### src/rtl/forward_ctrl_pkg.sv
// Shared definitions for the EX-stage operand forwarding controller.
// The select encodings are also used by the datapath operand mux wiring.
package forward_ctrl_pkg;

    typedef logic [1:0] fwd_sel_t;

    localparam fwd_sel_t FWD_SEL_RF  = 2'd0;
    localparam fwd_sel_t FWD_SEL_WB  = 2'd1;
    localparam fwd_sel_t FWD_SEL_MEM = 2'd2;

endpackage

### src/rtl/forward_ctrl_match.sv
// Picks the forwarding source for one EX operand from the MEM and WB destination tuples.
// The youngest producer (MEM) wins when both stages write the same register.
module fwd_match
    import forward_ctrl_pkg::*;
#(
    parameter int REG_ADDR_W = 5
) (
    input  logic [REG_ADDR_W-1:0] src,
    input  logic                  mem_valid,
    input  logic                  mem_reg_write,
    input  logic [REG_ADDR_W-1:0] mem_rd,
    input  logic                  wb_valid,
    input  logic                  wb_reg_write,
    input  logic [REG_ADDR_W-1:0] wb_rd,
    output logic [1:0]            sel
);

    logic mem_hit;
    logic wb_hit;

    always_comb begin
        mem_hit = mem_valid && mem_reg_write && (mem_rd != '0) && (mem_rd == src);
        wb_hit  = wb_valid && wb_reg_write && (wb_rd != '0) && (wb_rd == src);
        sel     = FWD_SEL_RF;
        if (mem_hit) begin
            sel = FWD_SEL_MEM;
        end else if (wb_hit) begin
            sel = FWD_SEL_WB;
        end
    end

endmodule

### src/rtl/forward_ctrl.sv
// Forwarding selects and load-use stall for the 5-stage pipeline, using a shadow copy
// of the EX/MEM/WB destination info that advances in lock-step with the datapath.
module forward_ctrl
    import forward_ctrl_pkg::*;
#(
    parameter int REG_ADDR_W = 5
) (
    input  logic                  clk,
    input  logic                  rst,
    input  logic                  id_valid,
    input  logic [REG_ADDR_W-1:0] id_rs1,
    input  logic [REG_ADDR_W-1:0] id_rs2,
    input  logic [REG_ADDR_W-1:0] id_rd,
    input  logic                  id_reg_write,
    input  logic                  id_mem_read,
    input  logic                  pipe_hold,
    input  logic                  flush_ex,
    output logic [1:0]            fwd_a_sel,
    output logic [1:0]            fwd_b_sel,
    output logic                  load_use_stall
);

    logic                  ex_valid_q, ex_valid_d;
    logic [REG_ADDR_W-1:0] ex_rs1_q, ex_rs1_d;
    logic [REG_ADDR_W-1:0] ex_rs2_q, ex_rs2_d;
    logic [REG_ADDR_W-1:0] ex_rd_q, ex_rd_d;
    logic                  ex_reg_write_q, ex_reg_write_d;
    logic                  ex_mem_read_q, ex_mem_read_d;
    logic                  mem_valid_q, mem_valid_d;
    logic [REG_ADDR_W-1:0] mem_rd_q, mem_rd_d;
    logic                  mem_reg_write_q, mem_reg_write_d;
    logic                  wb_valid_q, wb_valid_d;
    logic [REG_ADDR_W-1:0] wb_rd_q, wb_rd_d;
    logic                  wb_reg_write_q, wb_reg_write_d;

    logic [REG_ADDR_W-1:0] src [2];
    logic [1:0]            sel_raw [2];

    // A load in EX whose result is needed by ID cannot be forwarded in time.
    always_comb begin
        load_use_stall = id_valid && ex_valid_q && ex_mem_read_q && ex_reg_write_q &&
                         (ex_rd_q != '0) && ((ex_rd_q == id_rs1) || (ex_rd_q == id_rs2));
    end

    always_comb begin
        ex_valid_d      = ex_valid_q;
        ex_rs1_d        = ex_rs1_q;
        ex_rs2_d        = ex_rs2_q;
        ex_rd_d         = ex_rd_q;
        ex_reg_write_d  = ex_reg_write_q;
        ex_mem_read_d   = ex_mem_read_q;
        mem_valid_d     = mem_valid_q;
        mem_rd_d        = mem_rd_q;
        mem_reg_write_d = mem_reg_write_q;
        wb_valid_d      = wb_valid_q;
        wb_rd_d         = wb_rd_q;
        wb_reg_write_d  = wb_reg_write_q;
        if (!pipe_hold) begin
            wb_valid_d      = mem_valid_q;
            wb_rd_d         = mem_rd_q;
            wb_reg_write_d  = mem_reg_write_q;
            mem_valid_d     = ex_valid_q;
            mem_rd_d        = ex_rd_q;
            mem_reg_write_d = ex_reg_write_q;
            // A bubble only clears valid; its stale fields are never looked at.
            ex_valid_d      = id_valid && !flush_ex && !load_use_stall;
            ex_rs1_d        = id_rs1;
            ex_rs2_d        = id_rs2;
            ex_rd_d         = id_rd;
            ex_reg_write_d  = id_reg_write;
            ex_mem_read_d   = id_mem_read;
        end
    end

    always_ff @(posedge clk) begin
        if (rst) begin
            ex_valid_q      <= 1'b0;
            ex_rs1_q        <= '0;
            ex_rs2_q        <= '0;
            ex_rd_q         <= '0;
            ex_reg_write_q  <= 1'b0;
            ex_mem_read_q   <= 1'b0;
            mem_valid_q     <= 1'b0;
            mem_rd_q        <= '0;
            mem_reg_write_q <= 1'b0;
            wb_valid_q      <= 1'b0;
            wb_rd_q         <= '0;
            wb_reg_write_q  <= 1'b0;
        end else begin
            ex_valid_q      <= ex_valid_d;
            ex_rs1_q        <= ex_rs1_d;
            ex_rs2_q        <= ex_rs2_d;
            ex_rd_q         <= ex_rd_d;
            ex_reg_write_q  <= ex_reg_write_d;
            ex_mem_read_q   <= ex_mem_read_d;
            mem_valid_q     <= mem_valid_d;
            mem_rd_q        <= mem_rd_d;
            mem_reg_write_q <= mem_reg_write_d;
            wb_valid_q      <= wb_valid_d;
            wb_rd_q         <= wb_rd_d;
            wb_reg_write_q  <= wb_reg_write_d;
        end
    end

    assign src[0] = ex_rs1_q;
    assign src[1] = ex_rs2_q;

    generate
        for (genvar gi = 0; gi < 2; gi++) begin : g_match
            fwd_match #(
                .REG_ADDR_W (REG_ADDR_W)
            ) u_match (
                .src           (src[gi]),
                .mem_valid     (mem_valid_q),
                .mem_reg_write (mem_reg_write_q),
                .mem_rd        (mem_rd_q),
                .wb_valid      (wb_valid_q),
                .wb_reg_write  (wb_reg_write_q),
                .wb_rd         (wb_rd_q),
                .sel           (sel_raw[gi])
            );
        end
    endgenerate

    assign fwd_a_sel = ex_valid_q ? sel_raw[0] : FWD_SEL_RF;
    assign fwd_b_sel = ex_valid_q ? sel_raw[1] : FWD_SEL_RF;

endmodule
### config.mk
export PLATFORM = sky130hd
export DESIGN_NAME = forward_ctrl
export DESIGN_NICKNAME = d
export VERILOG_FILES = /design/src/rtl/forward_ctrl_pkg.sv /design/src/rtl/forward_ctrl_match.sv /design/src/rtl/forward_ctrl.sv
export SDC_FILE = /design/constraint.sdc
export NUM_CORES = 1
export LEC_CHECK = 0
export BUFFER_PORTS_ARGS = -buffer_cell sky130_fd_sc_hd__buf_2
export CAP_MARGIN = 20
export CORE_ASPECT_RATIO = 1.25
export CORE_MARGIN = 3
export CORE_UTILIZATION = 40
export CTS_BUF_LIST = sky130_fd_sc_hd__clkbuf_2
export DETAILED_ROUTE_END_ITERATION = 8
export PLACE_DENSITY_LB_ADDON = 0.2
export SLEW_MARGIN = 20
export SYNTH_ARGS = -nofsm -noshare
export SYNTH_HDL_FRONTEND = slang
export SYNTH_SLANG_ARGS = --single-unit
### constraint.sdc
create_clock -name clk -period 3.2 [get_ports clk]
set_input_delay 0.16 -clock clk [delete_from_list [all_inputs] [get_ports clk]]
set_output_delay 0.16 -clock clk [all_outputs]
set_load 0.01 [all_outputs]
==> impl_metrics.env, run 1 <==
export IMPL_final_cell_count_no_fill=224
export IMPL_detail_route_wirelength_um=3240
export IMPL_synth_top_cells_by_area="sky130_fd_sc_hd__dfxtp_1 (41%), sky130_fd_sc_hd__mux2i_1 (20%), sky130_fd_sc_hd__xor2_1 (13%), sky130_fd_sc_hd__nor2_1 (8.4%), sky130_fd_sc_hd__xnor2_1 (3.4%)"
export IMPL_run_status="finished, final reports clean"
export IMPL_ctsResizeCount=0
export IMPL_ys_warn_count=0
export IMPL_first_global_vias=1188
export IMPL_number_of_antenna_violations_at_the_first_check_in_global_routing=0
export IMPL_ys_dominant_reg_cell="sky130_fd_sc_hd__dfxtp_1"
export IMPL_max_slew_worst_pin_slew_ns=0.915
export IMPL_fp_row_count=24
export IMPL_finClkSkew_ns=0.00695
export IMPL_synthesis_nets=182
export IMPL_floorplan_initialDensity_pct=43.3
export IMPL_grt_remaining_overflow=0
export IMPL_grt_start_max_net_pins=34
export IMPL_synth_async_reset_ratio_pct=0
export IMPL_synth_edff_count=0
export IMPL_fp_dieW_um=61.8
export IMPL_io_pin_count=27
export IMPL_power_static_leakage_nw=0.879
export IMPL_ys_ff_latch=32
export IMPL_timing_max_transition_violations_final=0
export IMPL_area_enclosed_by_the_die_boundary_mm2=0.00469
export IMPL_synth_most_common_cell="sky130_fd_sc_hd__nor2_1"
export IMPL_synth_cell_type_count=23
export IMPL_synth_top_area_share_pct=41.1
export IMPL_drt_antenna_violating_nets=0
export IMPL_worst_hold_slack_ns=0.0361
export IMPL_numPortBuffers=26
export IMPL_vdd_drop_max_mv=0.261
export IMPL_startpoint_of_the_worst_slack_reg_to_reg_timing_path="ex_rd_q[2]$_SDFFE_PP0N_"
export IMPL_holdCritPathClass="in -> reg"
export IMPL_crit_reg2reg_capture="ex_valid_q$_SDFFE_PP0N_"
export IMPL_final_period_minus_worst_setup_slack_ns=2.14
export IMPL_critPathRequiredTime_ns=3.04
export IMPL_dpl_cell_area_mm2=0.00170
export IMPL_chipHeight_um=75.8
export IMPL_ys_top_cells_by_count="sky130_fd_sc_hd__nor2_1 (35), sky130_fd_sc_hd__dfxtp_1 (32), sky130_fd_sc_hd__mux2i_1 (31), sky130_fd_sc_hd__xor2_1 (24), sky130_fd_sc_hd__xnor2_1 (6)"
export IMPL_cts_hold_buffers=0
export IMPL_route_detailed_drc=0
export IMPL_netlist_top_cell_by_area="sky130_fd_sc_hd__dfxtp_1"
export IMPL_syn_avg_cell_area_um2=9.74
export IMPL_gp_congestion=0.870
export IMPL_drt_iter0_drc=24
export IMPL_place_hpwl_um=2460
export IMPL_critPathCapture="fwd_a_sel[0]"
export IMPL_final_hold_viol_count=0
export IMPL_critical_path_startpoint="mem_rd_q[1]$_SDFFE_PP0N_"
export IMPL_htreeDepth=2
export IMPL_path_max_fanout=5
export IMPL_coreArea_mm2=0.00360
export IMPL_cts_root_to_sink_buffers=2
export IMPL_antennaDiodeCount=0
export IMPL_r2r_setup_slack_ns=1.72
export IMPL_clockRootBuffer="sky130_fd_sc_hd__clkbuf_2"
export IMPL_finalInstanceArea_mm2=0.00174
export IMPL_report_final_setup_viol=0
export IMPL_power_density_mw_per_mm2=412
export IMPL_cp_end_kind="primary output"
export IMPL_critPathLaunchType="flop"
export IMPL_rsz_0062_raised_after_global_routing="false"
export IMPL_synth_seq_area_share_pct=41.1
export IMPL_timing_setup_critical_path_class="reg -> out"
export IMPL_avgViaCountPerCell=5.20
export IMPL_clk_transition_reported_paths_ns=0.15
export IMPL_cts_num_sinks=32
export IMPL_route_vias_total=1165
export IMPL_highest_clock_rate_mhz=468
export IMPL_drt_wirelength_per_cell_um=14.5
export IMPL_postCtsSetupBuffers=0
export IMPL_finished_core_util_pct=48.3
export IMPL_multi_input_comb_area_um2=885
export IMPL_slew_headroom_pct=39.0
export IMPL_setup_total_negative_slack_ns=0
export IMPL_finalNetCount=207
export IMPL_post_route_period_util_pct=66.8
export IMPL_ff_latch_area_um2=641
export IMPL_drt_first_pass_iters=4
export IMPL_grtUsageTotal_pct=16.0
export IMPL_synthToLayoutAreaGrowth_pct=11.6
export IMPL_reg2regPathDepth=4
export IMPL_maxCapViolCount=0
export IMPL_syn_inst=160
export IMPL_dpl_cell_count=217
export IMPL_synth_cell_area_mm2=0.00156
export IMPL_clock_insertion_delay_worst_skew_ns=0.34
export IMPL_wire_length_of_the_first_global_routing_pass_um=5460
export IMPL_cts_buffers_inserted=5
export IMPL_timing_critical_path_arrival_ns=1.98
export IMPL_fillerInstances=359
export IMPL_final_layout_size_suffix_gt1_share_pct=21.1
export IMPL_tritoncts="done"
==> area by class of cell <==
cell class	count	share of cell area (%)
tap	39	2.81
clock buffer	6	1.73
clock inverter	1	0.288
sequential	32	36.8
multi-input combinational	120	50.9
timing repair buffer	26	7.48
==> per-layer routing <==
metal,GRT usage [%],wire (um),up-vias
met5,0,0,-
met2,25.6,1590,27
met4,5.90,69,0
met1,19.9,1440,536
met3,5.25,135,7
li1,-,-,595
==> worst min path at each step <==
stage | endpoint | slack (ns) | cells after the start | start
detailed placement | ex_rd_q[4]$_SDFFE_PP0N_ | 0.40 | 3 | id_rd[4]
global route | ex_rd_q[4]$_SDFFE_PP0N_ | 0.003 | 3 | id_rd[4]
CTS | ex_rd_q[4]$_SDFFE_PP0N_ | 0.008 | 3 | id_rd[4]
global placement | ex_rd_q[4]$_SDFFE_PP0N_ | 0.39 | 3 | id_rd[4]
floorplan | ex_mem_read_q$_SDFFE_PP0N_ | 0.30 | 2 | id_mem_read
finish | ex_rd_q[4]$_SDFFE_PP0N_ | 0.04 | 3 | id_rd[4]
==> flip-flops by register name, summed over array words and instances (netlist names) <==
name             cells
wb_reg_write_q       1
wb_rd_q              5
mem_valid_q          1
mem_rd_q             5
ex_reg_write_q       1
ex_rs2_q             5
ex_mem_read_q        1
mem_reg_write_q      1
ex_rs1_q             5
ex_valid_q           1
wb_valid_q           1
ex_rd_q              5
==> layout by cell type, fill, tap and decap left out <==
master and count:
sky130_fd_sc_hd__nand2_1 1, sky130_fd_sc_hd__and4_1 1, sky130_fd_sc_hd__or4_1 5, sky130_fd_sc_hd__nor4b_1 1
sky130_fd_sc_hd__nor2_1 35, sky130_fd_sc_hd__o21ai_0 1, sky130_fd_sc_hd__nor4_2 2, sky130_fd_sc_hd__clkbuf_2 6
sky130_fd_sc_hd__dfxtp_1 32, sky130_fd_sc_hd__xnor2_1 6, sky130_fd_sc_hd__o2111ai_1 1, sky130_fd_sc_hd__nand3_1 2
sky130_fd_sc_hd__mux2i_1 31, sky130_fd_sc_hd__nor3_1 2, sky130_fd_sc_hd__a21oi_1 1, sky130_fd_sc_hd__a21bo_2 1
sky130_fd_sc_hd__xor2_1 24, sky130_fd_sc_hd__buf_2 26, sky130_fd_sc_hd__clkinv_2 1, sky130_fd_sc_hd__and2_2 2
sky130_fd_sc_hd__o211ai_2 1, sky130_fd_sc_hd__a22oi_1 1, sky130_fd_sc_hd__nor4_1 2
==> stage by stage <==
step	setup slack (ns)	total power, mW
2_1_floorplan	1.57	0.515
3_3_place_gp	1.50	0.546
3_5_place_dp	1.46	0.549
4_1_cts	1.03	0.728
5_1_grt	0.945	0.766
6_report	1.06	0.717
==> critical path, stage by stage (launching register included) <==
cell and delay, ns:
sky130_fd_sc_hd__dfxtp_1 0.38, sky130_fd_sc_hd__or4_1 0.54, sky130_fd_sc_hd__o211ai_2 0.19, sky130_fd_sc_hd__nor4_1 0.10, sky130_fd_sc_hd__nor4_2 0.25, sky130_fd_sc_hd__buf_2 0.17
==> cells by family (layout without fill, tap and decap cells) <==
family,Yosys count,count (layout),share of synthesized area [%]
AND/OR/NAND/NOR,53,53,16.9
flip-flops,32,32,41.1
multiplexers,31,31,19.9
XOR/XNOR,30,30,16.9
buffers and inverters,8,33,2.17
AO/OA/AOI/OAI,6,6,3.13
==> power breakdown <==
| part | total [mW] | internal (mW) | switching [mW] |
|---|---|---|---|
| Combinational | 0.0969 | 0.0501 | 0.0468 |
| Sequential | 0.442 | 0.417 | 0.0252 |
| Clock | 0.177 | 0.0522 | 0.125 |
| Total | 0.717 | 0.519 | 0.197 |
(Power assumes the default switching activity.)
==> inputs of run 2 (changes only) <==
- clock period: 3.2 -> 1.8 ns (I/O delays scaled with it)
==> run 2 against run 1 <==
Net effect: the flow now finishes with violations (setup timing); highest routed layer unchanged; clock power up 73%; sequential cell count unchanged; worst setup slack worse by 1.2 ns; sequential power up 75%; critical endpoint unchanged.
==> impl_metrics.env, run 2 (synthesis gave the netlist of run 1 again) <==
export IMPL_final_period_minus_worst_setup_slack_ns=1.99
export IMPL_finClkSkew_ns=0.00583
export IMPL_startpoint_of_the_worst_slack_reg_to_reg_timing_path="ex_rd_q[2]$_SDFFE_PP0N_"
export IMPL_fp_row_count=24
export IMPL_rsz_0062_raised_after_global_routing="true"
export IMPL_numPortBuffers=26
export IMPL_timing_setup_critical_path_class="reg -> out"
export IMPL_dpl_cell_count=223
export IMPL_r2r_setup_slack_ns=0.44
export IMPL_final_layout_size_suffix_gt1_share_pct=28.1
export IMPL_htreeDepth=2
export IMPL_highest_clock_rate_mhz=503
export IMPL_detail_route_wirelength_um=3640
export IMPL_timing_max_transition_violations_final=0
export IMPL_power_density_mw_per_mm2=636
export IMPL_clock_insertion_delay_worst_skew_ns=0.35
export IMPL_cts_num_sinks=32
export IMPL_failed_checks="setup timing"
export IMPL_holdCritPathClass="in -> reg"
export IMPL_floorplan_initialDensity_pct=43.3
export IMPL_coreArea_mm2=0.00360
export IMPL_finished_core_util_pct=57.5
export IMPL_avgViaCountPerCell=5.18
export IMPL_drt_iter0_drc=25
export IMPL_final_cell_mix="sky130_fd_sc_hd__nor2_1 (35), sky130_fd_sc_hd__mux2i_1 (31), sky130_fd_sc_hd__xor2_1 (24), sky130_fd_sc_hd__dfxtp_1 (24), sky130_fd_sc_hd__buf_2 (24)"
export IMPL_report_final_setup_viol=4
export IMPL_grt_start_max_net_pins=24
export IMPL_area_enclosed_by_the_die_boundary_mm2=0.00469
export IMPL_dp_slack_ns=0.122
export IMPL_crit_reg2reg_capture="ex_valid_q$_SDFFE_PP0N_"
export IMPL_final_cell_count_no_fill=249
export IMPL_timing_critical_path_arrival_ns=1.90
export IMPL_antennaDiodeCount=0
export IMPL_cp_end_kind="primary output"
export IMPL_timing_final_ws_setup_ns=-0.187
export IMPL_first_global_vias=1293
export IMPL_route_vias_total=1291
export IMPL_run_status="finished with violations"
export IMPL_vdd_drop_max_mv=0.392
export IMPL_post_route_period_util_pct=110
export IMPL_clockRootBuffer="sky130_fd_sc_hd__clkbuf_2"
export IMPL_power_consumption_mw=1.32
export IMPL_critPathLaunchType="flop"
export IMPL_critical_path_startpoint="wb_rd_q[2]$_SDFFE_PP0N_"
export IMPL_reg2regPathDepth=4
export IMPL_cts_root_to_sink_buffers=2
export IMPL_grt_remaining_overflow=0
export IMPL_wire_length_of_the_first_global_routing_pass_um=6210
export IMPL_startpoint_of_the_tightest_hold_check_path="rst"
export IMPL_drt_antenna_violating_nets=0
export IMPL_maxCapViolCount=0
export IMPL_slew_headroom_pct=73.3
export IMPL_grtUsageTotal_pct=18.3
export IMPL_place_hpwl_um=2610
export IMPL_fp_dieW_um=61.8
export IMPL_chipHeight_um=75.8
export IMPL_critPathCapture="fwd_a_sel[0]"
export IMPL_drt_wirelength_per_cell_um=14.6
export IMPL_final_hold_viol_count=0
export IMPL_most_common_library_cell_in_the_layout_ignoring_fill_and_taps="sky130_fd_sc_hd__nor2_1"
export IMPL_cts_buffers_inserted=5
export IMPL_fillerInstances=318
export IMPL_route_detailed_drc=0
export IMPL_dpl_cell_area_mm2=0.00176
export IMPL_power_static_leakage_nw=0.992
export IMPL_synthToLayoutAreaGrowth_pct=33.0
export IMPL_drt_first_pass_iters=4
export IMPL_number_of_antenna_violations_at_the_first_check_in_global_routing=0
export IMPL_path_max_fanout=4
export IMPL_tritoncts="done"
export IMPL_clk_transition_reported_paths_ns=0.15
export IMPL_finalInstanceArea_mm2=0.00207
export IMPL_critPathRequiredTime_ns=1.71
export IMPL_finalNetCount=232
export IMPL_max_slew_worst_pin_slew_ns=0.395
export IMPL_gp_congestion=0.859
export IMPL_io_pin_count=27
## run 2: cell type report
cell class              instances  area, um2  area share, %
repair buffers                 51        385           18.6
clock buffers                   5       25.0           1.21
well taps                      39       48.8           2.35
clock inverters                 2       7.51          0.362
multi-input cells             120        943           45.5
flip-flops and latches         32        663           32.0
## run 2: repair_timing
item | CTS | global route
buffers inserted | 2 | 0
hold buffers | 16 | 1
endpoints found under the hold margin | 16 | 1
resized for setup | 24 | 3
pin swaps | 9 | 2
endpoints found under the setup margin | 4 | 5
## run 2: report_power, final
part	switching (mW)	total, mW	internal (mW)
logic	0.110	0.239	0.129
registers	0.0388	0.774	0.736
clock network	0.225	0.306	0.0802
total	0.374	1.32	0.945
## run 2: metal layers
metal	vias to the layer above	track usage, %	routed length, um
li1	642	-	-
met5	-	0	0
met3	8	4.75	176
met1	603	22.0	1560
met4	0	7.08	68
met2	38	31.0	1830
## run 2: how the worst min path moves through the flow
| stage | endpoint | slack [ns] | cells after the start |
|---|---|---|---|
| after global placement | ex_rd_q[1]$_SDFFE_PP0N_ | 0.32 | 3 |
| after CTS | ex_rs1_q[1]$_SDFFE_PP0N_ | 0.004 | 3 |
| after detailed placement | ex_rd_q[2]$_SDFFE_PP0N_ | 0.33 | 3 |
| after global routing | ex_rs2_q[0]$_SDFFE_PP0N_ | 0.02 | 2 |
| final | ex_rd_q[2]$_SDFFE_PP0N_ | 0.04 | 2 |
| after floorplan | ex_mem_read_q$_SDFFE_PP0N_ | 0.23 | 2 |
## run 2: critical path: stages, from the launching register on
cell and delay [ns]:
sky130_fd_sc_hd__dfxtp_4 0.40, sky130_fd_sc_hd__or4_4 0.12, sky130_fd_sc_hd__o2111ai_2 0.10, sky130_fd_sc_hd__or4_4 0.50, sky130_fd_sc_hd__nor4_2 0.26, sky130_fd_sc_hd__buf_2 0.17
## run 2: through the flow
step	setup TNS, ns	hold WS, ns
after floorplan	0	0.234
after global placement	0	0.320
after detailed placement	0	0.330
after CTS	-0.801	0.00440
after global routing	-1.08	0.0164
final	-0.639	0.0442
